**config.mk**
```make
export PLATFORM = sky130hd
export DESIGN_NAME = sccb_init_sequencer
export DESIGN_NICKNAME = d
export VERILOG_FILES = /design/src/rtl/sccb_init_sequencer.sv
export SDC_FILE = /design/constraint.sdc
export NUM_CORES = 1
export LEC_CHECK = 0
export CAP_MARGIN = 20
export CORE_MARGIN = 1
export CORE_UTILIZATION = 61
export CTS_CLUSTER_DIAMETER = 80
export DETAILED_ROUTE_END_ITERATION = 10
export PLACE_DENSITY = 0.83
export SLEW_MARGIN = 0
export SYNTH_ARGS = -nofsm -noshare
export SYNTH_HDL_FRONTEND = slang
export SYNTH_SLANG_ARGS = --single-unit
export TNS_END_PERCENT = 5
```
**constraint.sdc**
```tcl
create_clock -name clk -period 6.65 [get_ports clk]
set_input_delay 0.9975 -clock clk [delete_from_list [all_inputs] [get_ports clk]]
set_output_delay 0.9975 -clock clk [all_outputs]
set_load 0.005 [all_outputs]
```
**src/rtl/sccb_init_sequencer.sv**
```systemverilog
// Walks the camera register-configuration ROM after power-up and issues one SCCB write
// per entry. Delay and end-marker entries are interpreted locally, and each write is watchdog-guarded.
module sccb_init_sequencer #(
    parameter int          ROM_DEPTH   = 76,
    parameter int          CLK_HZ      = 100_000_000,
    parameter int          PWRUP_MS    = 5,
    parameter logic [7:0]  DELAY_CODE  = 8'hF0,
    parameter logic [7:0]  END_CODE    = 8'hFF,
    parameter int          TIMEOUT_CYC = 200_000
) (
    input  logic        clk,
    input  logic        reset,
    input  logic        init_req,
    output logic [7:0]  rom_addr,
    input  logic [15:0] rom_data,
    output logic        sccb_start,
    output logic [7:0]  sccb_reg_addr,
    output logic [7:0]  sccb_reg_data,
    input  logic        sccb_busy,
    input  logic        sccb_done,
    output logic        cfg_busy,
    output logic        cfg_done,
    output logic        cfg_error,
    output logic [7:0]  cfg_count
);
    localparam int MS_CYC = (CLK_HZ / 1000 > 0) ? CLK_HZ / 1000 : 1;
    localparam int PRE_W  = $clog2(MS_CYC + 1);
    localparam int WD_W   = $clog2(TIMEOUT_CYC + 1);

    localparam logic [PRE_W-1:0] PRE_LAST  = PRE_W'(MS_CYC - 1);
    localparam logic [WD_W-1:0]  WD_LAST   = WD_W'(TIMEOUT_CYC - 1);
    localparam logic [15:0]      PWR_LAST  = 16'(PWRUP_MS - 1);
    localparam logic [7:0]       ADDR_LAST = 8'(ROM_DEPTH - 1);

    typedef enum logic [3:0] {
        S_IDLE, S_PWRUP, S_FETCH, S_DECODE, S_ISSUE, S_WAIT, S_DELAY, S_NEXT, S_DONE
    } state_t;

    state_t           state_reg;
    logic [PRE_W-1:0] pre_reg;
    logic [15:0]      ms_cnt_reg;
    logic [WD_W-1:0]  wd_reg;
    logic             is_write_reg;
    logic             ms_tick;

    // Shared millisecond prescaler for the power-up wait and table delays
    assign ms_tick = (pre_reg == PRE_LAST);

    always_ff @(posedge clk) begin
        if (reset) begin
            state_reg     <= S_IDLE;
            pre_reg       <= '0;
            ms_cnt_reg    <= '0;
            wd_reg        <= '0;
            is_write_reg  <= 1'b0;
            rom_addr      <= '0;
            sccb_start    <= 1'b0;
            sccb_reg_addr <= '0;
            sccb_reg_data <= '0;
            cfg_busy      <= 1'b0;
            cfg_done      <= 1'b0;
            cfg_error     <= 1'b0;
            cfg_count     <= '0;
        end else begin
            sccb_start <= 1'b0;
            if (state_reg == S_PWRUP || state_reg == S_DELAY)
                pre_reg <= ms_tick ? '0 : pre_reg + 1'b1;

            case (state_reg)
                S_IDLE, S_DONE: begin
                    if (init_req) begin
                        cfg_done   <= 1'b0;
                        cfg_error  <= 1'b0;
                        cfg_count  <= '0;
                        rom_addr   <= '0;
                        cfg_busy   <= 1'b1;
                        pre_reg    <= '0;
                        ms_cnt_reg <= '0;
                        state_reg  <= S_PWRUP;
                    end
                end
                S_PWRUP: begin
                    if (PWRUP_MS == 0) begin
                        state_reg <= S_FETCH;
                    end else if (ms_tick) begin
                        if (ms_cnt_reg == PWR_LAST)
                            state_reg <= S_FETCH;
                        else
                            ms_cnt_reg <= ms_cnt_reg + 16'd1;
                    end
                end
                S_FETCH: state_reg <= S_DECODE;
                S_DECODE: begin
                    is_write_reg <= 1'b0;
                    if (rom_data[15:8] == END_CODE) begin
                        cfg_busy  <= 1'b0;
                        cfg_done  <= 1'b1;
                        state_reg <= S_DONE;
                    end else if (rom_data[15:8] == DELAY_CODE) begin
                        ms_cnt_reg <= 16'(rom_data[7:0]);
                        pre_reg    <= '0;
                        state_reg  <= (rom_data[7:0] == 8'd0) ? S_NEXT : S_DELAY;
                    end else begin
                        sccb_reg_addr <= rom_data[15:8];
                        sccb_reg_data <= rom_data[7:0];
                        is_write_reg  <= 1'b1;
                        state_reg     <= S_ISSUE;
                    end
                end
                S_ISSUE: begin
                    if (!sccb_busy) begin
                        sccb_start <= 1'b1;
                        wd_reg     <= '0;
                        state_reg  <= S_WAIT;
                    end
                end
                S_WAIT: begin
                    // done wins over a simultaneous watchdog expiry
                    if (sccb_done) begin
                        state_reg <= S_NEXT;
                    end else if (wd_reg == WD_LAST) begin
                        cfg_error <= 1'b1;
                        state_reg <= S_NEXT;
                    end else begin
                        wd_reg <= wd_reg + 1'b1;
                    end
                end
                S_DELAY: begin
                    if (ms_tick) begin
                        ms_cnt_reg <= ms_cnt_reg - 16'd1;
                        if (ms_cnt_reg == 16'd1)
                            state_reg <= S_NEXT;
                    end
                end
                S_NEXT: begin
                    if (is_write_reg && cfg_count != 8'hFF)
                        cfg_count <= cfg_count + 8'd1;
                    if (rom_addr == ADDR_LAST) begin
                        cfg_busy  <= 1'b0;
                        cfg_done  <= 1'b1;
                        state_reg <= S_DONE;
                    end else begin
                        rom_addr  <= rom_addr + 8'd1;
                        state_reg <= S_FETCH;
                    end
                end
                default: state_reg <= S_IDLE;
            endcase
        end
    end
endmodule

```
# Word level (Yosys, flattened, before mapping)
# Cells that the tools add are included.
[op_classes] addsub=6 n_eq_ne=33 muxes=49 bitwise=3 n_reduce_logical=19
[op_table] operator="$mux 16" n=6
[op_table] operator="$mux 17" n=5
[op_table] operator="$pmux 16 s4" n=1
[op_table] operator="$mux 18" n=3
[op_table] operator="$mux 4" n=10
[op_table] operator="$pmux 18 s2" n=1
[op_table] operator="$pmux 17 s2" n=1
[op_table] operator="$pmux 4 s8" n=1
[op_table] operator="$pmux 8 s2" n=2
[op_table] operator="$ne 2x2->1 const B" n=14
[op_table] operator="$mux 8" n=3
[op_table] operator="$add 18x1->18 const B" n=1
[op_table] operator="$eq 18x18->1 const B" n=1
[op_table] operator="$add 17x1->17 const B" n=1
[op_table] operator="$eq 17x17->1 const B" n=1
[op_table] operator="$add 16x1->16 const B" n=1
[op_table] operator="$add 8x1->8 const B" n=2
[op_table] operator="$eq 16x1->1 const B" n=1
[op_table] operator="$eq 16x3->1 const B" n=1
[op_table] operator="$eq 4x3->1 const B" n=4
[op_table] operator="$eq 8x8->1 const B" n=2
[op_table] operator="$sub 16x1->16 const B" n=1
[op_table] operator="$reduce_and 7->1" n=2
[op_table] operator="$mux 1" n=12
[op_table] operator="21 further kinds" n=33
[word_totals] reg_bits=92 inputBits=21

# Logic depth before layout (Yosys ltp)
# Gate-level depths: netlist of the first run.
[depth] ltp_word=6 depth_mapped=9

# Worst setup path before layout of the first run
# OpenSTA, ideal clock, no wires.
[synth_path] kind="in2reg" start="input port rom_data[8]" end="register ms_cnt_reg[11]" setup_ns=0.122 arrival_ns=2.657 path_slack_ns=3.871 cell_stages=5 path_buffers=0 path_cell_list="or4_1 or2_2 a221oi_2 a21oi_2 a221o_1"
[synth_via] elab_chain_len=3 word_cells_on_any_way=5 cone_classes="eq/ne (4); reduce/logical (1)"
[synth_lines] item="start, declared" line_no="15" text="input logic [15:0] rom_data,"
[synth_lines] item="$eq 8x8->1 (on tied branches)" line_no="99, 95"
[synth_lines] item="$ne 2x2->1 (no line)"
[synth_lines] item="$reduce_and 7->1 (no line) (*)"
[synth_lines] item="end signal, assigned" line_no="89" text="ms_cnt_reg <= ms_cnt_reg + 16'd1;"
[synth_lines] item="end signal, assigned" line_no="100" text="ms_cnt_reg <= 16'(rom_data[7:0]);"
[synth_lines] item="end signal, assigned" line_no="130" text="ms_cnt_reg <= ms_cnt_reg - 16'd1;"
[synth_lines] item="end, declared" line_no="41" text="logic [15:0] ms_cnt_reg;"
# Every way passes the cells marked *; elsewhere a longest branch is shown, timed or not.
# A chain may end at the register's enable or synchronous reset.

# Worst setup path in the final report of the first run
[layout_path] start="register state_reg[0]" end="register ms_cnt_reg[11]"
[layout_via] elab_chain_len=4 word_cells_on_any_way=15 cone_classes="eq/ne (10); mux (1); reduce/logical (4)"
[layout_lines] item="start, declared" line_no="39" text="state_t state_reg;"
[layout_lines] item="start signal, assigned" line_no="102" text="state_reg <= (rom_data[7:0] == 8'd0) ? S_NEXT : S_DELAY;"
[layout_lines] item="$eq 4x4->1 or $logic_not 4->1 (tied branches)" line_no="69" text="case (state_reg)"
[layout_lines] item="$reduce_or 2->1" line_no="69"
[layout_lines] item="$reduce_bool 4->1 (no line) or $ne 2x2->1 (tied branches)"
[layout_lines] item="$reduce_and 7->1 (no line)"
# Parallel ways exist; a longest one is shown, timed or not.

==> results.txt, run 1 <==
----------------------------------------------------
[Floorplanning]
  Number of core rows ... 32
  Starting utilization of the core area ... 63.27%
  Number of top-level design ports ... 57
  Chip height ... 91.76 microns
  Area enclosed by the die boundary ... 0.008420 sq mm
  Horizontal extent of the die ... 91.76 microns
  Standard cell core area ... 0.007767 sq mm

[Layout]
  Layout Utilization ... 73.36%
  Final Non-Filler Cells ... 752
  Area Growth Syn to Fin ... 15.94%
  Diodes inserted ... 0
  Flip-flop count of the largest register after layout ... 18
  Nets@finish ... 674
  Final Cell Area ... 0.005698 sq mm
  Fraction of final layout cells with drive strength greater than 1 ... 6.154%

[Global routing]
  Antenna violations before repair ... 0
  First-pass GRT wire length ... 19,890 microns
  Residual overflow from global routing ... 0
  GR Util All Layers ... 29.28%
  Largest net degree at the start of global routing ... 40
  Vias in the first global route ... 4,292

[Synthesis]
  Flip-flop and latch count after synthesis ... 92
  Adder and majority cell fraction of the synthesized area ... 1.782%
  Synth top area share ... 37.47%
  Proportion of synthesized area in mux cells ... 0.4328%
  Yosys warning count ... 0
  Instance count of the mapped netlist ... 609
  Synth cell types ... 72
  Cell area after synthesis ... 0.004915 sq mm
  Seq/Total Area, Yosys ... 37.47%
  Share of flip-flops with an asynchronous set or reset ... 0%
  Area fraction in and, or, nand and nor cells after synthesis ... 31.03%
  Xor/xnor cell area share of the yosys netlist ... 8.554%
  Syn_nets ... 637
  Cell with the most instances after synthesis ... sky130_fd_sc_hd__dfxtp_1
  Dominant cells by area after synthesis ... sky130_fd_sc_hd__dfxtp_1, sky130_fd_sc_hd__nor2_1, sky130_fd_sc_hd__nand2_1
  Mean area per synthesized cell ... 8.070 sq um
  Most common flop cell mapped by yosys ... sky130_fd_sc_hd__dfxtp_1
  Post-synth top cells ... sky130_fd_sc_hd__dfxtp_1, sky130_fd_sc_hd__nor2_1, sky130_fd_sc_hd__nand2_1
  Compound-gate portion of the synthesized area ... 16.75%
  Dominant combinational cell family by area after synthesis ... simple AND/OR/NAND/NOR gates
  Number of flops mapped to enable cells by yosys ... 0
  Cell type with the highest aggregate area in the netlist ... sky130_fd_sc_hd__dfxtp_1

[Setup path]
  Required @ worst endpoint ... 6.90 ns
  CP bufs+invs ... 0
  Top cell family by delay on the critical path ... simple AND/OR/NAND/NOR gates
  Stage delay of the slowest cell on the critical path ... 0.92 ns
  Setup crit end kind ... flop
  Chain of cells forming the critical path ... nor4b_2, nor2_1, o22ai_2, nor3_4, and3_1, a221o_1
  Data arrival time of the worst path ... 3.52 ns
  Critical path start-end classification ... flop to flop
  Slowest cell on the critical path ... sky130_fd_sc_hd__nor4b_2
  Critical Path Source Type ... flop
  Largest driver fanout on the critical path ... 20

[Placement]
  Post-detailed-placement half-perimeter wirelength ... 8309 microns
  Routability-driven placement congestion ratio ... 0.9212
  Setup Slack @ Placement ... 3.218 ns
  Count of input and output buffers ... 56
  Total placed cells including tap cells ... 736
  Post-Place Cell Area ... 0.005478 sq mm

[CTS]
  Post-CTS setup buffer count ... 0
  CTS Root Buffer Type ... sky130_fd_sc_hd__clkbuf_8
  Total of hold buffers inserted after clock tree synthesis ... 0
  Clk Latency, worst-skew pair ... 0.37 ns
  Number of H-tree levels ... 3
  Clk slew on worst S/H paths ... 0.09 ns
  Number of buffers added by the clock tree synthesis step ... 9
  Max clock buf depth ... 2
  CTS tree ... done
  CTS sink cnt ... 92
  CTS resizes ... 0

[Timing]
  Worst max-slew margin expressed relative to the limit ... 32.52%
  Period minus WS final ... 3.271 ns
  Unrepaired setup endpoints after global routing ... false
  Final Slew Violations ... 0
  Number of hold-slack violations in the final timing report ... 0
  Period utilization ... 49.19%
  Worst hold slack across all endpoints ... 0.4601 ns
  Max Clock Skew ... 0.01223 ns
  Number of failing setup endpoints in the final timing report ... 0
  Final sum of negative setup slack ... 0 ns
  Maximum achievable frequency ... 0.3057 GHz
  Worst Setup Slack, final ... 3.379 ns
  Actual slew at the worst max-slew pin ... 1.010 ns

[Job]
  Reported max-cap violation count ... 0

[Power]
  Switching power summed over all nets ... 460.9 uW
  Sw Share ... 33.44%
  Cell Int Power ... 917.7 uW
  Lkg Pwr ... 1.876 nW
  Power per cell area ... 242.0 mW/mm^2
  Relative contribution of combinational cells to total power ... 25.1%
  Clock share of power ... 29.9%
  Reg power frac ... 45.0%
  Total power consumption of the routed design ... 1.379 mW
  IR drop worst, VDD ... 0.1503 mV

[Drt]
  Overall via count from detail_route ... 4,660
  Detailed-route vias per instance ... 6.197
  DRC viols ... 0
  Violation count after the first detailed-route iteration ... 316
  Drt pass-1 iters ... 5
  Number of antenna-violating nets in the routed design ... 0
  Wire per inst ... 16.05 microns
  Post-detailed-routing wire length ... 12,070 microns

[Hold path]
  Path category of the worst min-delay check ... flop to flop

[Run status]
  Outcome ... completed

----------------------------------------------------
[worst register-to-register path: stages (launching register included)]
cell and delay (ns):
sky130_fd_sc_hd__dfxtp_1 0.73, sky130_fd_sc_hd__nor4b_2 0.92, sky130_fd_sc_hd__nor2_1 0.43, sky130_fd_sc_hd__o22ai_2 0.48
sky130_fd_sc_hd__nor3_4 0.14, sky130_fd_sc_hd__and3_1 0.20, sky130_fd_sc_hd__a221o_1 0.25
[metal layers]
layer | global-route usage, % | vias to the layer above | part of all wire (%)
met2 | 47.87 | 191 | 47
met1 | 38.52 | 2163 | 44
li1 | - | 2276 | -
met3 | 6.136 | 30 | 7.1
met5 | 0 | - | 0
met4 | 9.896 | 0 | 2.0
[power groups by stage]
stage	Clock [mW]	Combinational [mW]	Sequential, mW
global route	0.434	0.380	0.625
detailed placement	0	0.341	0.631
finish	0.412	0.346	0.620
CTS	0.417	0.341	0.619
global placement	0	0.333	0.629
floorplan	0	0.278	0.603
[layout make-up]
cell class	count	area, sq um
flip-flops and latches	92	1842
multi-input cells	472	2884
well taps	102	127.6
repair buffers	60	590.6
clock inverters	5	85.08
fillers	612	2069
clock buffers	10	127.6
inverters	11	41.29
[kinds of logic (layout without fill, tap and decap cells)]
logic type               Yosys count  count (layout)
buffers and inverters             45              86
flip-flops                        92              92
XOR/XNOR                          48              48
AO/OA/AOI/OAI                    123             123
multiplexers                       2               2
adder cells (fa/ha/maj)            7               7
AND/OR/NAND/NOR                  292             292
[path summary, 6_finish.rpt]
check,from,endpoint,slack (ns),cells after the start
max,state_reg[0],ms_cnt_reg[11],3.38,6
min,sccb_reg_addr[2],sccb_reg_addr[2],0.46,2
max reg2reg,state_reg[0],ms_cnt_reg[11],3.38,6
min reg2reg,sccb_reg_addr[2],sccb_reg_addr[2],0.46,2
[cells in the final DEF (no fill, tap or decap), drive strengths merged, types with 4 or more instances in the layout]
cell type,n
nand4,18
inv,12
a22oi,5
nor3,20
and4,5
nor2,85
and3,6
a211oi,7
o31ai,4
nand3,36
o22ai,5
xor2,21
clkbuf,11
a21oi,42
o32ai,4
dfxtp,92
nor4b,4
or4b,5
or4,5
o21ai,27
xnor2,27
ha,7
clkdlybuf4s50,56
nor4,11
nand2,66
nand4b,4
nand2b,5
or2,4
Power figures use the tool's default switching activity.
==> run 2, diff against run 1 <==
--- a/config.mk
+++ b/config.mk
@@ -7,10 +7,10 @@
 export LEC_CHECK = 0
 export CAP_MARGIN = 20
 export CORE_MARGIN = 1
-export CORE_UTILIZATION = 61
+export CORE_UTILIZATION = 56
 export CTS_CLUSTER_DIAMETER = 80
 export DETAILED_ROUTE_END_ITERATION = 10
-export PLACE_DENSITY = 0.83
+export PLACE_DENSITY = 0.77
 export SLEW_MARGIN = 0
 export SYNTH_ARGS = -nofsm -noshare
 export SYNTH_HDL_FRONTEND = slang
==> constraint.sdc (replaced) <==
create_clock -name clk -period 3.2 [get_ports clk]
set_input_delay 0.48 -clock clk [delete_from_list [all_inputs] [get_ports clk]]
set_output_delay 0.48 -clock clk [all_outputs]
set_load 0.005 [all_outputs]
==> results.txt, run 2 (same netlist as run 1, synthesis figures left out) <==
----------------------------------------------------
[Global routing]
  First-pass GRT wire length ... 19,740 microns
  Antenna violations before repair ... 0
  Residual overflow from global routing ... 0
  Vias in the first global route ... 4,156
  GR Util All Layers ... 27.44%
  Largest net degree at the start of global routing ... 20

[Drt]
  Post-detailed-routing wire length ... 11,870 microns
  Overall via count from detail_route ... 4,604
  Wire per inst ... 15.53 microns
  Violation count after the first detailed-route iteration ... 220
  Detailed-route vias per instance ... 6.026
  Number of antenna-violating nets in the routed design ... 0
  Drt pass-1 iters ... 5
  DRC viols ... 0

[Floorplanning]
  Number of top-level design ports ... 57
  Chip height ... 95.68 microns
  Number of core rows ... 33
  Area enclosed by the die boundary ... 0.009155 sq mm
  Starting utilization of the core area ... 58.93%
  Horizontal extent of the die ... 95.68 microns
  Standard cell core area ... 0.008341 sq mm

[Timing]
  Worst Setup Slack, final ... 0.5177 ns
  Worst max-slew margin expressed relative to the limit ... 33.98%
  Final sum of negative setup slack ... 0 ns
  Maximum achievable frequency ... 0.3728 GHz
  Period minus WS final ... 2.682 ns
  Actual slew at the worst max-slew pin ... 0.9867 ns
  Period utilization ... 83.82%
  Worst hold slack across all endpoints ... 0.4596 ns
  Max Clock Skew ... 0.01261 ns
  Number of failing setup endpoints in the final timing report ... 0
  Number of hold-slack violations in the final timing report ... 0
  Final Slew Violations ... 0
  Unrepaired setup endpoints after global routing ... false

[CTS]
  CTS Root Buffer Type ... sky130_fd_sc_hd__clkbuf_8
  Number of buffers added by the clock tree synthesis step ... 9
  CTS sink cnt ... 92
  Number of H-tree levels ... 3
  Total of hold buffers inserted after clock tree synthesis ... 0
  Clk Latency, worst-skew pair ... 0.36 ns
  Clk slew on worst S/H paths ... 0.10 ns
  CTS tree ... done
  CTS resizes ... 0
  Post-CTS setup buffer count ... 0
  Max clock buf depth ... 2

[Layout]
  Layout Utilization ... 68.69%
  Nets@finish ... 683
  Most common library cell in the layout ignoring fill and taps ... sky130_fd_sc_hd__dfxtp_1
  Fraction of final layout cells with drive strength greater than 1 ... 7.587%
  Flip-flop count of the largest register after layout ... 18
  Area Growth Syn to Fin ... 16.57%
  Commonest cells after routing, fill and taps aside ... sky130_fd_sc_hd__dfxtp_1, sky130_fd_sc_hd__nor2_1, sky130_fd_sc_hd__nand2_1
  Diodes inserted ... 0

[Setup path]
  Required @ worst endpoint ... 3.49 ns
  Flop-to-flop setup slack ... 0.52 ns
  Reg-to-reg critical path startpoint ... state_reg[0]
  Terminus of the critical flop-to-flop path ... sccb_reg_data[3]
  Worst Reg-to-Reg Cells ... 6
  Data arrival time of the worst path ... 2.97 ns
  Setup crit end kind ... flop
  Critical Path Source Type ... flop
  Critical path start-end classification ... flop to flop
  Beginning of the critical path ... state_reg[0]
  Largest driver fanout on the critical path ... 16
  Critical Path End ... sccb_reg_data[3]

[Run status]
  Outcome ... completed

[Power]
  Lkg Pwr ... 1.903 nW
  Power per cell area ... 485.2 mW/mm^2
  IR drop worst, VDD ... 0.2653 mV
  Total power consumption of the routed design ... 2.780 mW

[Placement]
  Setup Slack @ Placement ... 0.3108 ns
  Post-detailed-placement half-perimeter wirelength ... 8545 microns
  Count of input and output buffers ... 56
  Routability-driven placement congestion ratio ... 0.9070

[Hold path]
  Path category of the worst min-delay check ... flop to flop

[Job]
  Reported max-cap violation count ... 0

----------------------------------------------------
## run 2: final cells by class
| type | instances | area [sq um] |
|---|---|---|
| timing repair buffer | 69 | 658.1 |
| fill | 702 | 2611 |
| multi-input combinational | 472 | 2884 |
| inverter | 11 | 41.29 |
| clock inverter | 6 | 48.80 |
| clock buffer | 9 | 123.9 |
| sequential | 92 | 1842 |
| tap | 105 | 131.4 |
## run 2: per-layer routing
layer | GRT usage, % | vias to the layer above | wire [microns]
met4 | 9.577 | 0 | 183
li1 | - | 2293 | -
met2 | 44.46 | 130 | 5460
met5 | 0 | - | 0
met1 | 36.87 | 2163 | 5510
met3 | 4.466 | 18 | 711
## run 2: how the worst min path moves through the flow
stage                          start               end  slack, ns  depth (start not counted)
global placement    sccb_reg_data[1]  sccb_reg_data[1]       0.44                          2
finish              sccb_reg_addr[3]  sccb_reg_addr[3]       0.46                          2
global route        sccb_reg_addr[2]  sccb_reg_addr[2]       0.48                          2
CTS                 sccb_reg_addr[3]  sccb_reg_addr[3]       0.46                          2
floorplan                  cfg_error         cfg_error       0.44                          2
detailed placement  sccb_reg_data[0]  sccb_reg_data[0]       0.45                          2
## run 2: worst max-delay path, cell delays in order, from the launching register on
cell and delay, ns:
sky130_fd_sc_hd__dfxtp_1 0.53, sky130_fd_sc_hd__buf_4 0.24, sky130_fd_sc_hd__and4bb_2 0.45, sky130_fd_sc_hd__o21ai_0 0.29, sky130_fd_sc_hd__nor2_1 0.81, sky130_fd_sc_hd__nand2_1 0.15
sky130_fd_sc_hd__a21oi_1 0.15
## run 2: per-stage QoR
step,std cells,cell area [sq um]
after global placement,749,5557
after global routing,764,5729
after detailed placement,749,5557
after floorplan,609,4915
final,764,5729
after CTS,764,5729
## run 2: where the power goes
part | leakage [nW] | internal (mW) | switching, mW | total [mW]
Combinational | 1.08 | 0.309 | 0.477 | 0.786
Clock | 0.0840 | 0.288 | 0.440 | 0.728
Sequential | 0.742 | 1.19 | 0.0748 | 1.27
Total | 1.90 | 1.79 | 0.992 | 2.78
==> run 3, diff against run 2 <==
==> constraint.sdc (replaced) <==
create_clock -name clk -period 2.6 [get_ports clk]
set_input_delay 0.39 -clock clk [delete_from_list [all_inputs] [get_ports clk]]
set_output_delay 0.39 -clock clk [all_outputs]
set_load 0.005 [all_outputs]
==> results.txt, run 3 (same netlist as run 1, synthesis figures left out) <==
----------------------------------------------------
[Layout]
  Area Growth Syn to Fin ... 20.65%
  Fraction of final layout cells with drive strength greater than 1 ... 10.16%
  Sequential cell area ... 0.001842 sq mm
  Flip-flop count of the largest register after layout ... 18
  Nets@finish ... 703
  Most common library cell in the layout ignoring fill and taps ... sky130_fd_sc_hd__dfxtp_1
  Diodes inserted ... 0
  Fillers ... 694
  Footprint of the multi-input gates ... 0.002892 sq mm
  Commonest cells after routing, fill and taps aside ... sky130_fd_sc_hd__dfxtp_1, sky130_fd_sc_hd__nor2_1, sky130_fd_sc_hd__nand2_1
  Final Cell Area ... 0.005929 sq mm
  Layout Utilization ... 71.09%

[Floorplanning]
  Horizontal extent of the die ... 95.68 microns
  Number of top-level design ports ... 57
  Number of core rows ... 33
  Chip height ... 95.68 microns
  Area enclosed by the die boundary ... 0.009155 sq mm
  Standard cell core area ... 0.008341 sq mm
  Starting utilization of the core area ... 58.93%

[Power]
  Power per cell area ... 608.8 mW/mm^2
  IR drop worst, VDD ... 0.3950 mV
  Lkg Pwr ... 2.019 nW

[Setup path]
  Data arrival time of the worst path ... 2.74 ns
  Stage delay of the slowest cell on the critical path ... 0.57 ns
  Setup crit end kind ... flop
  Largest driver fanout on the critical path ... 7
  Critical Path Source Type ... input pin
  Chain of cells forming the critical path ... clkdlybuf4s50_1, or4_1, or2_2, a221oi_2, nand2_1, a221oi_1, a211oi_1
  Critical path start-end classification ... input pin to flop
  Required @ worst endpoint ... 2.84 ns
  Slowest cell on the critical path ... sky130_fd_sc_hd__or4_1

[Global routing]
  Largest net degree at the start of global routing ... 22
  Vias in the first global route ... 4,409
  Most used routing layer ... met2
  Met1 global-route usage ... 37.54%
  Met3 Usage GRT ... 5.343%
  Antenna violations before repair ... 0
  M2 GR Usage ... 46.49%
  Residual overflow from global routing ... 0
  GR Util All Layers ... 28.43%
  First-pass GRT wire length ... 20,560 microns

[Drt]
  Drt pass-1 iters ... 5
  Number of antenna-violating nets in the routed design ... 0
  Detailed-route vias per instance ... 6.046
  Overall via count from detail_route ... 4,740
  DRC viols ... 0
  Post-detailed-routing wire length ... 12,250 microns
  Wire per inst ... 15.62 microns
  Violation count after the first detailed-route iteration ... 244

[Placement]
  Count of input and output buffers ... 56
  Setup Slack @ Placement ... -0.1860 ns
  Post-Place Cell Area ... 0.005732 sq mm
  Post-detailed-placement half-perimeter wirelength ... 8934 microns
  Routability-driven placement congestion ratio ... 1.000

[CTS]
  Total of hold buffers inserted after clock tree synthesis ... 0
  Post-CTS setup buffer count ... 0
  CTS resizes ... 0
  Clk Latency, worst-skew pair ... 0.35 ns
  CTS tree ... done
  Number of buffers added by the clock tree synthesis step ... 9
  CTS Root Buffer Type ... sky130_fd_sc_hd__clkbuf_8
  Clk slew on worst S/H paths ... 0.09 ns
  Max clock buf depth ... 2
  CTS sink cnt ... 92
  Number of H-tree levels ... 3

[Timing]
  Worst Setup Slack, final ... 0.09498 ns
  Worst max-slew margin expressed relative to the limit ... 33.73%
  Worst hold slack across all endpoints ... 0.4582 ns
  Maximum achievable frequency ... 0.3992 GHz
  Period utilization ... 96.35%
  Final sum of negative setup slack ... 0 ns
  Number of hold-slack violations in the final timing report ... 0
  Actual slew at the worst max-slew pin ... 0.9904 ns
  Final Slew Violations ... 0
  Max Clock Skew ... 0.01036 ns
  Period minus WS final ... 2.505 ns
  Number of failing setup endpoints in the final timing report ... 0
  Unrepaired setup endpoints after global routing ... true

[Hold path]
  Path category of the worst min-delay check ... flop to flop

[Run status]
  Outcome ... completed

[Job]
  Reported max-cap violation count ... 0

----------------------------------------------------
## run 3: layout make-up
type,instances,share of cell area [%]
Clock buffer,10,2.152
Clock inverter,5,1.055
Inverter,11,0.6963
Multi-Input combinational cell,472,48.77
Sequential cell,92,31.06
Tap cell,105,2.216
Timing Repair Buffer,89,14.05
## run 3: critical path, delay by kind of cell
kind | cells | cell delay (ns)
AO/OA/AOI/OAI | 3 | 0.78
buffers and inverters | 1 | 0.43
AND/OR/NAND/NOR | 3 | 1.14
## run 3: per-stage QoR
| stage | power (mW) | instances |
|---|---|---|
| after global routing | 3.801 | 784 |
| after CTS | 3.591 | 784 |
| final | 3.610 | 784 |
| after global placement | 2.626 | 769 |
| after floorplan | 2.253 | 609 |
| after detailed placement | 2.654 | 769 |
## run 3: routing by layer
metal	part of all wire, %	wire length [microns]
met1	45	5471
met2	47	5704
met3	7.2	878
met4	1.5	189
met5	0	0
## run 3: worst paths after layout
check                   start               end  slack (ns)  depth (start not counted)
max               rom_data[8]     ms_cnt_reg[0]        0.09                          7
min          sccb_reg_addr[7]  sccb_reg_addr[7]        0.46                          2
max reg2reg        wd_reg[13]      state_reg[1]        0.15                          6
min reg2reg  sccb_reg_addr[7]  sccb_reg_addr[7]        0.46                          2
## run 3: power by group
part	switching, mW	leakage [nW]	internal (mW)
logic	0.643	1.19	0.472
registers	0.0690	0.742	1.47
clock network	0.515	0.0890	0.445
